$ cat src/rtl/pe_pkg.sv
// Shared PE datapath definitions: coefficient width, Dilithium modulus and
// the modular-multiplier FSM state encoding.
package pe_pkg;

  localparam int COEF_W = 23;
  localparam int CNT_W  = 5;
  localparam logic [COEF_W-1:0] Q_DIL = 23'd8380417;

  typedef enum logic [1:0] {
    IDLE = 2'd0,
    RUN  = 2'd1,
    DONE = 2'd2
  } mod_mul_state_t;

endpackage

$ cat src/rtl/mod_mul_seq_if.sv
// Operand/result handshake bundle for mod_mul_seq. out_err_o only exists
// when MOD_MUL_RANGE_CHK_EN is defined.
interface mod_mul_seq_if;
  import pe_pkg::*;

  // Both sides use valid/ready: a transfer happens on a rising edge where
  // valid and ready are both high; valid, once raised, holds its payload
  // stable until that edge, and ready never depends combinationally on valid.
  logic              in_valid_i;
  logic              in_ready_o;
  logic [COEF_W-1:0] a_i;
  logic [COEF_W-1:0] b_i;
  logic [COEF_W-1:0] q_i;
  logic              out_valid_o;
  logic              out_ready_i;
  logic [COEF_W-1:0] c_o;
  mod_mul_state_t    dbg_state;
`ifdef MOD_MUL_RANGE_CHK_EN
  logic              out_err_o;

  modport master (
    output in_valid_i, a_i, b_i, q_i, out_ready_i,
    input  in_ready_o, out_valid_o, c_o, dbg_state, out_err_o
  );

  modport slave (
    input  in_valid_i, a_i, b_i, q_i, out_ready_i,
    output in_ready_o, out_valid_o, c_o, dbg_state, out_err_o
  );
`else
  modport master (
    output in_valid_i, a_i, b_i, q_i, out_ready_i,
    input  in_ready_o, out_valid_o, c_o, dbg_state
  );

  modport slave (
    input  in_valid_i, a_i, b_i, q_i, out_ready_i,
    output in_ready_o, out_valid_o, c_o, dbg_state
  );
`endif

endinterface

$ cat src/rtl/mod_mul_step.sv
// One interleaved multiply step: acc_next = (2*acc + (b_bit ? a : 0)) mod q,
// assuming acc < q and a < q so at most 2q has to be removed.
module mod_mul_step
  import pe_pkg::*;
(
  input  logic [COEF_W-1:0] acc,
  input  logic [COEF_W-1:0] a,
  input  logic              b_bit,
  input  logic [COEF_W-1:0] q,
  output logic [COEF_W-1:0] acc_next
);

  localparam int TW = COEF_W + 2;

  logic [TW-1:0]     t;
  logic [TW-1:0]     q1;
  logic [TW-1:0]     q2;
  logic [COEF_W-1:0] sub;

  always_comb begin
    q1  = {2'b00, q};
    q2  = {1'b0, q, 1'b0};
    t   = {1'b0, acc, 1'b0} + (b_bit ? {2'b00, a} : '0);
    sub = '0;
    if (t >= q2) begin
      sub = {q[COEF_W-2:0], 1'b0};
    end else if (t >= q1) begin
      sub = q;
    end
    // The reduced value is below q < 2^COEF_W, so the low bits alone are exact.
    acc_next = t[COEF_W-1:0] - sub;
  end

endmodule

$ cat src/rtl/mod_mul_seq.sv
// Sequential MSB-first modular multiplier c = (a*b) mod q, one multiplier
// bit per clock. Optional operand range check under MOD_MUL_RANGE_CHK_EN.
module mod_mul_seq
  import pe_pkg::*;
(
  input  logic         clk_i,
  input  logic         rst_i,
  mod_mul_seq_if.slave bus
);

  mod_mul_state_t    state;
  mod_mul_state_t    state_next;
  logic [COEF_W-1:0] a_q;
  logic [COEF_W-1:0] b_q;
  logic [COEF_W-1:0] q_q;
  logic [COEF_W-1:0] acc;
  logic [COEF_W-1:0] acc_next;
  logic [COEF_W-1:0] c_q;
  logic [CNT_W-1:0]  cnt;
  logic              accept;
  logic              last_step;
`ifdef MOD_MUL_RANGE_CHK_EN
  logic              err_q;
`endif

  assign accept    = (state == IDLE) && bus.in_valid_i;
  assign last_step = (state == RUN) && (cnt == '0);

  mod_mul_step u_step (
    .acc      (acc),
    .a        (a_q),
    .b_bit    (b_q[cnt]),
    .q        (q_q),
    .acc_next (acc_next)
  );

  always_ff @(posedge clk_i) begin
    if (rst_i) begin
      state <= IDLE;
    end else begin
      state <= state_next;
    end
  end

  always_comb begin
    state_next = state;
    case (state)
      IDLE:    if (bus.in_valid_i) state_next = RUN;
      RUN:     if (cnt == '0) state_next = DONE;
      DONE:    if (bus.out_ready_i) state_next = IDLE;
      default: state_next = IDLE;
    endcase
  end

  always_ff @(posedge clk_i) begin
    if (rst_i) begin
      a_q   <= '0;
      b_q   <= '0;
      q_q   <= '0;
      acc   <= '0;
      cnt   <= '0;
      c_q   <= '0;
`ifdef MOD_MUL_RANGE_CHK_EN
      err_q <= 1'b0;
`endif
    end else if (accept) begin
      a_q   <= bus.a_i;
      b_q   <= bus.b_i;
      q_q   <= bus.q_i;
      acc   <= '0;
      cnt   <= CNT_W'(COEF_W - 1);
`ifdef MOD_MUL_RANGE_CHK_EN
      err_q <= (bus.a_i >= bus.q_i) | (bus.b_i >= bus.q_i) | (bus.q_i < COEF_W'(3));
`endif
    end else if (state == RUN) begin
      acc <= acc_next;
      if (cnt != '0) begin
        cnt <= cnt - 1'b1;
      end
      // Result register only moves on entry to DONE so c_o survives the handshake.
      if (last_step) begin
`ifdef MOD_MUL_RANGE_CHK_EN
        c_q <= err_q ? '0 : acc_next;
`else
        c_q <= acc_next;
`endif
      end
    end
  end

  always_comb begin
    bus.in_ready_o  = (state == IDLE);
    bus.out_valid_o = (state == DONE);
    bus.c_o         = c_q;
    bus.dbg_state   = state;
`ifdef MOD_MUL_RANGE_CHK_EN
    bus.out_err_o   = (state == DONE) && err_q;
`endif
  end

endmodule

$ cat src/flat_wrapper.sv
// flat-port wrapper written by rule: the top's interface ports become plain ports
module mod_mul_seq_flat import pe_pkg::*;
  (clk_i, rst_i, bus_in_valid_i, bus_a_i, bus_b_i, bus_q_i, bus_out_ready_i, bus_in_ready_o, bus_out_valid_o, bus_c_o, bus_dbg_state);
  mod_mul_seq_if bus_i ();
  input  logic clk_i;
  input  logic rst_i;
  input wire logic [$bits(bus_i.in_valid_i)-1:0] bus_in_valid_i;
  input wire logic [$bits(bus_i.a_i)-1:0] bus_a_i;
  input wire logic [$bits(bus_i.b_i)-1:0] bus_b_i;
  input wire logic [$bits(bus_i.q_i)-1:0] bus_q_i;
  input wire logic [$bits(bus_i.out_ready_i)-1:0] bus_out_ready_i;
  output wire logic [$bits(bus_i.in_ready_o)-1:0] bus_in_ready_o;
  output wire logic [$bits(bus_i.out_valid_o)-1:0] bus_out_valid_o;
  output wire logic [$bits(bus_i.c_o)-1:0] bus_c_o;
  output wire logic [$bits(bus_i.dbg_state)-1:0] bus_dbg_state;
  assign bus_i.in_valid_i = bus_in_valid_i;
  assign bus_i.a_i = bus_a_i;
  assign bus_i.b_i = bus_b_i;
  assign bus_i.q_i = bus_q_i;
  assign bus_i.out_ready_i = bus_out_ready_i;
  assign bus_in_ready_o = bus_i.in_ready_o;
  assign bus_out_valid_o = bus_i.out_valid_o;
  assign bus_c_o = bus_i.c_o;
  assign bus_dbg_state = bus_i.dbg_state;
  mod_mul_seq u_core (.clk_i(clk_i), .rst_i(rst_i), .bus(bus_i));
endmodule
$ cat config.mk
export PLATFORM = sky130hd
export DESIGN_NAME = mod_mul_seq_flat
export DESIGN_NICKNAME = d
export VERILOG_FILES = /design/src/rtl/pe_pkg.sv /design/src/rtl/mod_mul_seq_if.sv /design/src/rtl/mod_mul_step.sv /design/src/rtl/mod_mul_seq.sv /design/src/flat_wrapper.sv
export SDC_FILE = /design/constraint.sdc
export NUM_CORES = 1
export LEC_CHECK = 0
export CAP_MARGIN = 15
export CELL_PAD_IN_SITES_DETAIL_PLACEMENT = 0
export CELL_PAD_IN_SITES_GLOBAL_PLACEMENT = 1
export CORE_UTILIZATION = 40
export DETAILED_ROUTE_END_ITERATION = 12
export GPL_ROUTABILITY_DRIVEN = 1
export GPL_TIMING_DRIVEN = 0
export PLACE_DENSITY_LB_ADDON = 0.15
export SYNTH_ARGS = -nofsm -noshare
export SYNTH_HDL_FRONTEND = slang
export SYNTH_SLANG_ARGS = --single-unit
$ cat constraint.sdc
create_clock -name clk_i -period 21.7 [get_ports clk_i]
set_input_delay 3.255 -clock clk_i [delete_from_list [all_inputs] [get_ports clk_i]]
set_output_delay 3.255 -clock clk_i [all_outputs]
set_load 0.03 [all_outputs]
-- Word-level counts from Yosys, hierarchy flattened
Index checks and enable logic that the tools add are counted.
- add/subtract/negate cells: 3
- magnitude comparators: 3
- equality and inequality tests: 5
- multiplexer cells: 12
- bitwise gates (word level): 1
- reductions and logical operators: 12
- operators with widths (cell ; count):
    two-way mux 23 bit ; 3
    adder 24 x 25 -> 25 bit ; 1
    >= comparator 25 x 23 -> 1 bit ; 1
    >= comparator 25 x 24 -> 1 bit ; 1
    subtractor 23 bit ; 1
    two-way mux 5 bit ; 3
    less-than comparator 5 x 6 -> 1 bit, second input constant ; 1
    two-way mux 2 bit ; 3
    one-hot mux 2 bit (3 select lines) ; 1
    AND reduction 3 bit ; 2
    binary-select mux 1 bit (select 5 bit) ; 1
    zero test 5 bit ; 1
    nonzero test 5 bit ; 1
    subtractor 5 x 1 -> 5 bit, second input constant ; 1
    inequality test 2 bit, second input constant ; 2
    AND reduction 2 bit ; 2
    nonzero test 2 bit ; 2
    equality test 2 x 1 -> 1 bit, second input constant ; 1
    equality test 2 bit, second input constant ; 1
    logical AND 1 bit ; 2
    zero test 2 bit ; 1
    inequality test 2 x 1 -> 1 bit, second input constant ; 1
    OR reduction 2 bit ; 1
    two-way mux 1 bit ; 1
    inverter 1 bit ; 1
- flip-flop bits (word level): 122
- input port bits: 73
- output and inout port bits: 27
- logic and storage cells: 44

-- Longest topological paths before layout
Gate-level depths: netlist of the first run.
- depth after elaboration: 8
- gate-level depth with buffers: 39
- mapped depth without buffers: 37

-- By module
Synthesis of the first run repeated with hierarchy kept, for this count alone.
- cells, all modules: 1062
- area, all modules: 8269.2 µm²
- by module, submodules not included (module ; instances ; cells each ; area each (µm²) ; sequential area each (µm²)):
    mod_mul_seq ; 1 ; 559 ; 4598.2 ; 2442.3
    mod_mul_step ; 1 ; 503 ; 3671.0 ; 0.0

-- Least setup slack after synthesis of the first run
Ideal clock, no wire load.
- kind: reg2reg
- start: reg u_core.cnt[0]
- end: reg u_core.c_q[22] (netlist: u_core.bus.c_o[22])
- library setup time: 128 ps
- arrival: 7908 ps
- required time: 21572 ps
- slack: 13664 ps
- cell stages (with the launch flop): 39
- buffers on the path: 3
- period minus slack after synthesis: 8036 ps
- cell sequence: dfxtp_1 buf_6 mux4_2 mux2i_1 o32a_1 o21ai_4 clkbuf_1 and2_1 ha_1 fa_1 a211oi_1 o21ai_0 o2111a_1 o31a_1 o21ai_0 nand2b_1 a21oi_1 o21bai_1 (+3 left out) o21ai_0 nand2b_1 a32oi_1 and3_1 nand4_1 a211oi_2 clkbuf_1 a22oi_1 ha_1 a2111o_1 o211a_1 o211ai_2 nor3_1 o41ai_2 o21ai_0 xnor3_1 nor2_1 nor3_2
- cells in the longest elaborated chain, start to end: 8
- elaborated cells between the ends (all ways): 12
- those cells by class: add/sub: 2; order compare: 2; mux: 5; reduce/logical: 3
- ends and longest elaborated chain (item ; RTL line ; text):
    start, declared ; mod_mul_seq.sv:19 ; logic [CNT_W-1:0] cnt;
    start signal, assigned ; mod_mul_seq.sv:71 ; cnt <= CNT_W'(COEF_W - 1);
    start signal, assigned ; mod_mul_seq.sv:78 ; cnt <= cnt - 1'b1;
    binary-select mux 1 bit (select 5 bit) ; mod_mul_seq.sv:32 ; .b_bit (b_q[cnt]),
    two-way mux 1 bit (not written as such) ; mod_mul_seq.sv:32 ;
    two-way mux 23 bit ; mod_mul_step.sv:23 ; t = {1'b0, acc, 1'b0} + (b_bit ? {2'b00, a} : '0);
    adder 24 x 25 -> 25 bit ; mod_mul_step.sv:23 ;
    >= comparator 25 x 23 -> 1 bit ; mod_mul_step.sv:27 ; end else if (t >= q1) begin
    two-way mux 23 bit ; mod_mul_step.sv:27 ;
    two-way mux 23 bit ; mod_mul_step.sv:25 ; if (t >= q2) begin
    subtractor 23 bit ; mod_mul_step.sv:31 ; acc_next = t[COEF_W-1:0] - sub;
    end signal, assigned ; mod_mul_seq.sv:85 ; c_q <= acc_next;
    end, declared ; mod_mul_seq.sv:18 ; logic [COEF_W-1:0] c_q;
Several ways; a longest one is shown, not always the timed one. The select of a mux whose other input is x is not followed.
A chain may end at the register's enable or synchronous reset.

-- Final worst setup path of the first run
Same ends and word-level chain as after synthesis.

==> results.yml, run 1 <==
outcome:
  status: "finished clean"
timing:
  fin_skew_ns: 0.00894
  fin_tns_setup_ns: 0
  setup_ws_ns: 11.96
  worst_pin_slew_ns: 0.766
  setup_viol: 0
  hold_viol: 0
  rsz0062_at_grt: "false"
  relSlewSlack: 0.489
  max_freq_ghz: 0.103
  period_needed_ns: 9.74
  min_period_over_period: 0.449
  maxSlewViolCount: 0
yosys:
  synthAdderAreaFrac: 0.149
  synth_nets: 1199
  synth_top_family_by_area: "compound AO/OA/AOI/OAI gates"
  synth_edf_count: 0
  yosysWarnings: 0
  synthMuxAreaShare: 0.0172
  synth.distinct_cells: 67
  synth_compound_area_frac: 0.228
  async_flop_share: 0
  yosys.area_share.simple: 0.215
  syn_area_sq_mm: 0.00799
  syn_inst: 1032
  synth_xor_area_frac: 0.0445
  synthFlopType: "dfxtp_1"
  ys_seq_elements: 122
  synth-seq-area-share: 0.306
  syn_avg_cell_area_sq_um: 7.74
detailed_routing:
  dr.pass1.iters: 5
  drtIter0Drc: 471
  wl_microns: 23400
  postRouteAntennaNets: 0
  wl_per_cell_microns: 16.4
  viasPerCell: 5.25
  vias: 7500
  drc_errors: 0
place:
  gp_congestion: 0.879
  dp_hpwl_microns: 18400
  place_area_sq_mm: 0.00932
  port_buffers: 99
  place_ws_ns: 12.05
finish:
  final_common_cell: "nand2_1"
  fin_util: 0.510
  nets: 1317
  multi_input_area_sq_mm: 0.00523
  synthToLayoutAreaGrowth_pct: 24.7
  most-common-layout-cells: "230 x nand2_1, 153 x a21oi_1, 122 x dfxtp_1"
  ff_latch_area_sq_mm: 0.00244
  nFillCells: 2031
  antennaDiodeCount: 0
  drive_above_1_share: 0.0413
  design_area_sq_mm: 0.00997
die:
  rows: 51
  die_h_microns: 143
  die_x_microns: 143
  dieArea_sq_mm: 0.0206
  core_sq_mm: 0.0195
  ios: 100
  start_util: 0.409
setup_path:
  startpoint_type: "register"
  arrival_ns: 10.04
  critPathCaptureType: "register"
  slowest_delay_ns: 0.52
  critical_path_buf_inv_count: 3
  cp_top_family: "compound AO/OA/AOI/OAI gates"
  cp_max_fo: 10
  slowest_stage: "mux4_2"
  r2r_slack_ns: 11.96
  path_class: "reg -> reg"
  cp_data_required_time_ns: 22.00
clock_network:
  hold_buffers: 0
  cts_resized: 0
  cts_setup_buffers: 0
  cts_max_level: 4
  path_clk_slew_ns: 0.06
  root_buffer: "clkbuf_16"
  cts_sinks: 122
  clk_path_buf_depth: 2
  insertion_delay_ns: 0.43
  cts_tree: "done"
  cts_buffers: 17
grt:
  antenna_found_initial: 0
  use_met3: 0.0440
  use_met1: 0.314
  grt.overflow.total: 0
  grt_usage: 0.239
  grt_pass1_wl_microns: 37300
  grt_max_degree: 17
  gr-max-usage-layer: "met2"
  grt_pass1_vias: 7140
  grtUsageMet2: 0.401
worst_hold_path:
  hold_class: "reg -> reg"
run:
  maxCapViolCount: 0
power_and_ir_drop:
  peakVddDrop_mv: 0.108
  p_leak_nw: 3.99
  power_per_cell_area_mw_per_mm2: 165
-- registers in the layout, summed over array words and instances, names as in the netlist --
signal / cells
u_core.a_q: 23
u_core.acc: 23
u_core.b_q: 23
u_core.bus.c_o: 23
u_core.cnt: 5
u_core.q_q: 23
u_core.bus.dbg_state: 2
-- stage by stage --
step	instances	hold slack (ns)	power, mW
after CTS	1428	0.451	1.65
after global placement	1396	0.440	1.32
final	1428	0.451	1.64
after global routing	1428	0.469	1.77
after floorplan	1032	0.432	1.03
after detailed placement	1396	0.443	1.32
-- routing by layer --
layer | share of wire | routed length, microns | vias to the layer above
li1 | - | - | 3881
met1 | 0.47 | 11100 | 3418
met2 | 0.47 | 11100 | 175
met3 | 0.035 | 815 | 26
met4 | 0.019 | 453 | 0
met5 | 0 | 0 | -
-- worst min-delay path, delay by kind of cell (launching register included) --
family             cells  cell delay, ns
and+or+nand+nor        1            0.05
AOI/OAI and AO/OA      1            0.05
DFF                    1            0.30
-- synth_stat cells (all sizes together), types with 3 or more instances --
cell / count / share of area
and3: 3 / 0.0023
buf: 6 / 0.0045
a22o: 3 / 0.0033
ha: 92 / 0.14
xnor2: 25 / 0.027
or2: 3 / 0.0027
a22oi: 21 / 0.020
nand3b: 4 / 0.0038
nor3: 11 / 0.0075
nand2: 230 / 0.11
inv: 36 / 0.017
o21ai: 36 / 0.024
nand3: 16 / 0.010
o31ai: 3 / 0.0028
clkbuf: 41 / 0.019
o21bai: 7 / 0.0066
nor2: 51 / 0.024
mux2i: 4 / 0.0050
a21oi: 154 / 0.097
nor2b: 9 / 0.0070
a21o: 16 / 0.015
nand4: 10 / 0.0078
nand2b: 13 / 0.010
nor4: 5 / 0.0039
a31oi: 4 / 0.0031
and2: 25 / 0.020
o211ai: 11 / 0.011
a211oi: 17 / 0.017
dfxtp: 122 / 0.31
o21a: 6 / 0.0056
mux4: 4 / 0.012
xor2: 13 / 0.014
-- logic make-up after synthesis --
family                     after synthesis
AOI/OAI and AO/OA                      298
muxes                                    8
DFF                                    122
adders and majority gates               94
and+or+nand+nor                        388
xor gates and xnor gates                39
buffers and inverters                   83
-- power breakdown --
| group | switching [mW] | total (mW) | internal [mW] |
|---|---|---|---|
| clock network | 0.122 | 0.320 | 0.197 |
| registers | 0.0255 | 0.287 | 0.262 |
| logic | 0.633 | 1.04 | 0.403 |
| total | 0.781 | 1.64 | 0.862 |
-- final timing paths --
check / startpoint / depth (start not counted) / endpoint
worst max register to register: u_core.cnt[0] / 39 / u_core.bus.c_o[22]
worst min register to register: u_core.a_q[15] / 2 / u_core.a_q[15]
worst max-delay path: u_core.cnt[0] / 39 / u_core.bus.c_o[22]
worst min-delay path: u_core.a_q[15] / 2 / u_core.a_q[15]
-- final cells by class --
class                      instances  share of cell area
tap                              265              0.0333
inverter                          36              0.0136
buffer                            47              0.0191
multi-input combinational        827               0.524
sequential                       122               0.245
clock inverter                    15              0.0227
clock buffer                      17              0.0427
timing repair buffer              99              0.0994
Power figures use the tool's default switching activity.
==> inputs of run 2 (changes only) <==
clock period = 9.17 ns   (was 21.7 ns; I/O delays follow)
==> run 2 against run 1 <==
Net effect:
- die area unchanged
- cell count increased by 0.21%
- worst setup slack got worse by 11 ns
- critical endpoint is now u_core.acc[20]
- largest power group unchanged
- utilization increased by 0.63 points
==> results.yml, run 2 (same netlist as run 1, synthesis figures left out) <==
place:
  dp_hpwl_microns: 18400
  place_area_sq_mm: 0.00932
  dp_cells: 1396
  gp_congestion: 0.879
  port_buffers: 99
  place_ws_ns: -0.480
clock_network:
  cts_buffers: 17
  root_buffer: "clkbuf_16"
  path_clk_slew_ns: 0.06
  clk_path_buf_depth: 2
  insertion_delay_ns: 0.43
  cts_sinks: 122
  cts_max_level: 4
  cts_tree: "done"
  hold_buffers: 0
setup_path:
  slowest_stage: "mux4_2"
  reg2reg_from: "u_core.cnt[0]"
  regToRegEndpoint: "u_core.acc[20]"
  startpoint_type: "register"
  slowest_delay_ns: 0.52
  r2r_cells: 39
  cp_max_fo: 10
  path_class: "reg -> reg"
  arrival_ns: 9.01
  critPathCaptureType: "register"
  cp_data_required_time_ns: 9.52
  r2r_slack_ns: 0.51
timing:
  hold_slack_ns: 0.450
  maxSlewViolCount: 0
  setup_viol: 0
  period_needed_ns: 8.66
  max_freq_ghz: 0.115
  hold_viol: 0
  setup_ws_ns: 0.511
  fin_tns_setup_ns: 0
  fin_skew_ns: 0.00925
  relSlewSlack: 0.510
  min_period_over_period: 0.944
  worst_pin_slew_ns: 0.735
detailed_routing:
  viasPerCell: 5.28
  drtIter0Drc: 376
  wl_per_cell_microns: 16.6
  wl_microns: 23800
  drc_errors: 0
  vias: 7550
  dr.pass1.iters: 5
  postRouteAntennaNets: 0
power_and_ir_drop:
  p_leak_nw: 4.02
  power_per_cell_area_mw_per_mm2: 404
  p_total_mw: 4.07
  peakVddDrop_mv: 0.256
finish:
  fin_util: 0.517
  final_common_cell: "nand2_1"
  final_cells: 1431
  antennaDiodeCount: 0
  design_area_sq_mm: 0.0101
  drive_above_1_share: 0.0575
  synthToLayoutAreaGrowth_pct: 26.2
  most-common-layout-cells: "230 x nand2_1, 151 x a21oi_1, 121 x dfxtp_1"
  nets: 1320
die:
  dieArea_sq_mm: 0.0206
  start_util: 0.409
  core_sq_mm: 0.0195
  rows: 51
  ios: 100
  die_x_microns: 143
  die_h_microns: 143
outcome:
  status: "finished clean"
grt:
  antenna_found_initial: 0
  grt_usage: 0.242
  grt_pass1_vias: 7173
  grt_max_degree: 17
  grt_pass1_wl_microns: 37600
  grt.overflow.total: 0
worst_hold_path:
  hold_class: "reg -> reg"
  hold_end: "u_core.a_q[15]"
  worstHoldPathCells: 2
  hold_start: "u_core.a_q[15]"
run:
  maxCapViolCount: 0
-- run 2: cell count changes in the layout (fill, tap and decap cells not counted), sizes merged --
| cell | before | now |
|---|---|---|
| buf | 6 | 9 |
-- run 2: worst max-delay path: cells and delay by family, from the launching register on --
| kind | cells | cell delay [ns] |
|---|---|---|
| AND/OR/NAND/NOR | 9 | 1.49 |
| adder cells (fa/ha/maj) | 4 | 1.26 |
| buffers and inverters | 5 | 0.87 |
| multiplexers | 2 | 0.66 |
| XOR/XNOR | 2 | 0.30 |
| flip-flops | 1 | 0.38 |
| AO/OA/AOI/OAI | 17 | 3.59 |
-- run 2: how the worst max path moves through the flow --
| stage | cells after the start | end | startpoint | slack (ns) |
|---|---|---|---|---|
| detailed placement | 39 | u_core.bus.c_o[22] | u_core.cnt[0] | -0.48 |
| finish | 39 | u_core.acc[20] | u_core.cnt[0] | 0.51 |
| global placement | 39 | u_core.bus.c_o[22] | u_core.cnt[0] | -0.57 |
| CTS | 39 | u_core.bus.c_o[22] | u_core.cnt[0] | 0.02 |
| global route | 39 | u_core.acc[20] | u_core.cnt[0] | -0.03 |
| floorplan | 38 | u_core.bus.c_o[22] | u_core.cnt[0] | 1.13 |
-- run 2: area by class of cell --
class,instances,area [sq um]
fill,2025,9440
inverter,36,135
tap,265,332
clock buffer,17,425
buffer,47,199
clock inverter,15,226
sequential,122,2440
multi-input combinational,827,5320
timing repair buffer,102,1010
-- run 2: routing by layer --
layer	global-route usage	share of wire	up-vias
met5	0	0	-
met4	0.0610	0.017	0
met3	0.0473	0.033	27
met2	0.409	0.48	161
met1	0.314	0.47	3476
li1	-	-	3886
-- run 2: report_power, final --
group | switching, mW | internal [mW] | leakage, nW
combinational | 1.59 | 1.05 | 2.70
clock | 0.289 | 0.467 | 0.321
sequential | 0.0605 | 0.620 | 0.998
-- run 2: repair_timing --
item,in CTS,in global routing
gates resized for setup,9,19
pin swaps,2,11
buffers inserted,1,2
endpoints found under the hold margin,0,0
setup endpoints to repair,14,24
==> inputs of run 3 (changes only) <==
CORE_MARGIN = 5   (was not set)
==> run 3 against run 2 <==
Net effect:
- count of clock-buffer cells in the layout stayed put
- largest power group unchanged
- first-iteration DRC count down 8.5%
- clock power decreased by 4.1%
- register-to-register slack got worse by 0.03 ns
- clock skew increased by 0.0025 ns
- sequential share of layout area up 0.10 points
- die area is 11% higher
- final area decreased by 0.31%
==> results.yml, run 3 (same netlist as run 1, synthesis figures left out) <==
timing:
  maxSlewViolCount: 0
  fin_skew_ns: 0.0118
  rsz0062_at_grt: "false"
  worst_pin_slew_ns: 0.711
  period_needed_ns: 8.69
  max_freq_ghz: 0.115
  hold_slack_ns: 0.450
  setup_viol: 0
  min_period_over_period: 0.947
  fin_tns_setup_ns: 0
  hold_viol: 0
  relSlewSlack: 0.526
clock_network:
  insertion_delay_ns: 0.43
  cts_tree: "done"
  path_clk_slew_ns: 0.06
  cts_buffers: 17
  root_buffer: "clkbuf_16"
  hold_buffers: 0
  cts_max_level: 4
  clk_path_buf_depth: 2
  cts_sinks: 122
detailed_routing:
  viasPerCell: 5.22
  vias: 7471
  wl_microns: 24000
  drtIter0Drc: 344
  dr.pass1.iters: 5
  drc_errors: 0
  postRouteAntennaNets: 0
  wl_per_cell_microns: 16.7
die:
  dieArea_sq_mm: 0.0229
  start_util: 0.408
  rows: 51
  die_h_microns: 151
  core_sq_mm: 0.0196
  ios: 100
  die_x_microns: 151
finish:
  antennaDiodeCount: 0
  design_area_sq_mm: 0.0101
  final_cells: 1431
  synthToLayoutAreaGrowth_pct: 25.8
  drive_above_1_share: 0.0549
  nets: 1320
  most-common-layout-cells: "230 x nand2_1, 151 x a21oi_1, 121 x dfxtp_1"
  final_common_cell: "nand2_1"
setup_path:
  cp_data_required_time_ns: 9.46
  cp-startpoint: "u_core.cnt[0]"
  path_common_cell: "ha_1"
  r2r_cells: 38
  path_class: "reg -> reg"
  slowest_stage: "mux4_2"
  regToRegEndpoint: "u_core.bus.c_o[22]"
  r2r_slack_ns: 0.48
  startpoint_type: "register"
  arrival_ns: 8.98
  critPathCaptureType: "register"
  slowest_delay_ns: 0.51
  cp_max_fo: 10
  reg2reg_from: "u_core.cnt[0]"
grt:
  grt.overflow.total: 0
  antenna_found_initial: 0
  grtUsageMet2: 0.360
  grt_pass1_vias: 7227
  use_met1: 0.274
  gr-max-usage-layer: "met2"
  grt_usage: 0.210
  use_met3: 0.0362
  grt_pass1_wl_microns: 37500
  grt_max_degree: 17
place:
  place_area_sq_mm: 0.00932
  dp_cells: 1396
  dp_hpwl_microns: 18700
  gp_congestion: 0.866
  port_buffers: 99
power_and_ir_drop:
  p_leak_nw: 4.01
  p_total_mw: 3.95
  power_per_cell_area_mw_per_mm2: 393
  peakVddDrop_mv: 0.209
worst_hold_path:
  hold_end: "u_core.a_q[2]"
  hold_class: "reg -> reg"
  worstHoldPathCells: 2
  hold_start: "u_core.a_q[2]"
run:
  maxCapViolCount: 0
outcome:
  status: "finished clean"
run 3: layout make-up:
class                      count  area [sq um]
clock inverter                15           203
buffer                        47           205
inverter                      36           135
fill                        2007          9530
sequential                   122          2450
tap                          265           332
multi-input combinational    827          5300
timing repair buffer         102          1010
clock buffer                  17           425
run 3: timing repair:
action,in CTS,in global routing
gates cloned,0,0
setup buffers,0,3
setup endpoints to repair,23,19
gates resized for setup,9,16
pin swaps,4,13
run 3: worst max-delay path by stage:
stage                          to  slack, ns  depth (start not counted)
3_3_place_gp   u_core.bus.c_o[22]      -0.53                         39
6_report       u_core.bus.c_o[22]       0.48                         38
3_5_place_dp   u_core.bus.c_o[22]      -0.63                         39
2_1_floorplan  u_core.bus.c_o[22]       1.13                         38
4_1_cts        u_core.bus.c_o[22]       0.03                         39
5_1_grt        u_core.bus.c_o[22]     0.0005                         38
run 3: metal layers:
layer | share of wire | vias to the layer above
li1 | - | 3886
met1 | 0.47 | 3433
met2 | 0.48 | 127
met3 | 0.031 | 25
met4 | 0.015 | 0
met5 | 0 | -
run 3: worst max-delay path, delay by kind of cell (launching register included):
kind,cells,cell delay [ns]
AOI/OAI and AO/OA,16,3.41
xor gates and xnor gates,2,0.36
adders and majority gates,4,1.26
buffers and inverters,3,0.54
DFF,1,0.39
muxes,2,0.66
and+or+nand+nor,11,1.93
run 3: where the power goes:
group	total, mW	switching (mW)	internal (mW)	leakage [nW]
sequential	0.682	0.0623	0.620	0.999
combinational	2.55	1.54	1.00	2.70
clock	0.725	0.286	0.439	0.309
run 3: stage by stage:
stage / util / setup WS [ns]
6_report: 0.513 / 0.483
5_1_grt: 0.513 / 0.000532
4_1_cts: 0.510 / 0.0325
3_5_place_dp: 0.476 / -0.630
3_3_place_gp: 0.476 / -0.532
2_1_floorplan: - / 1.13
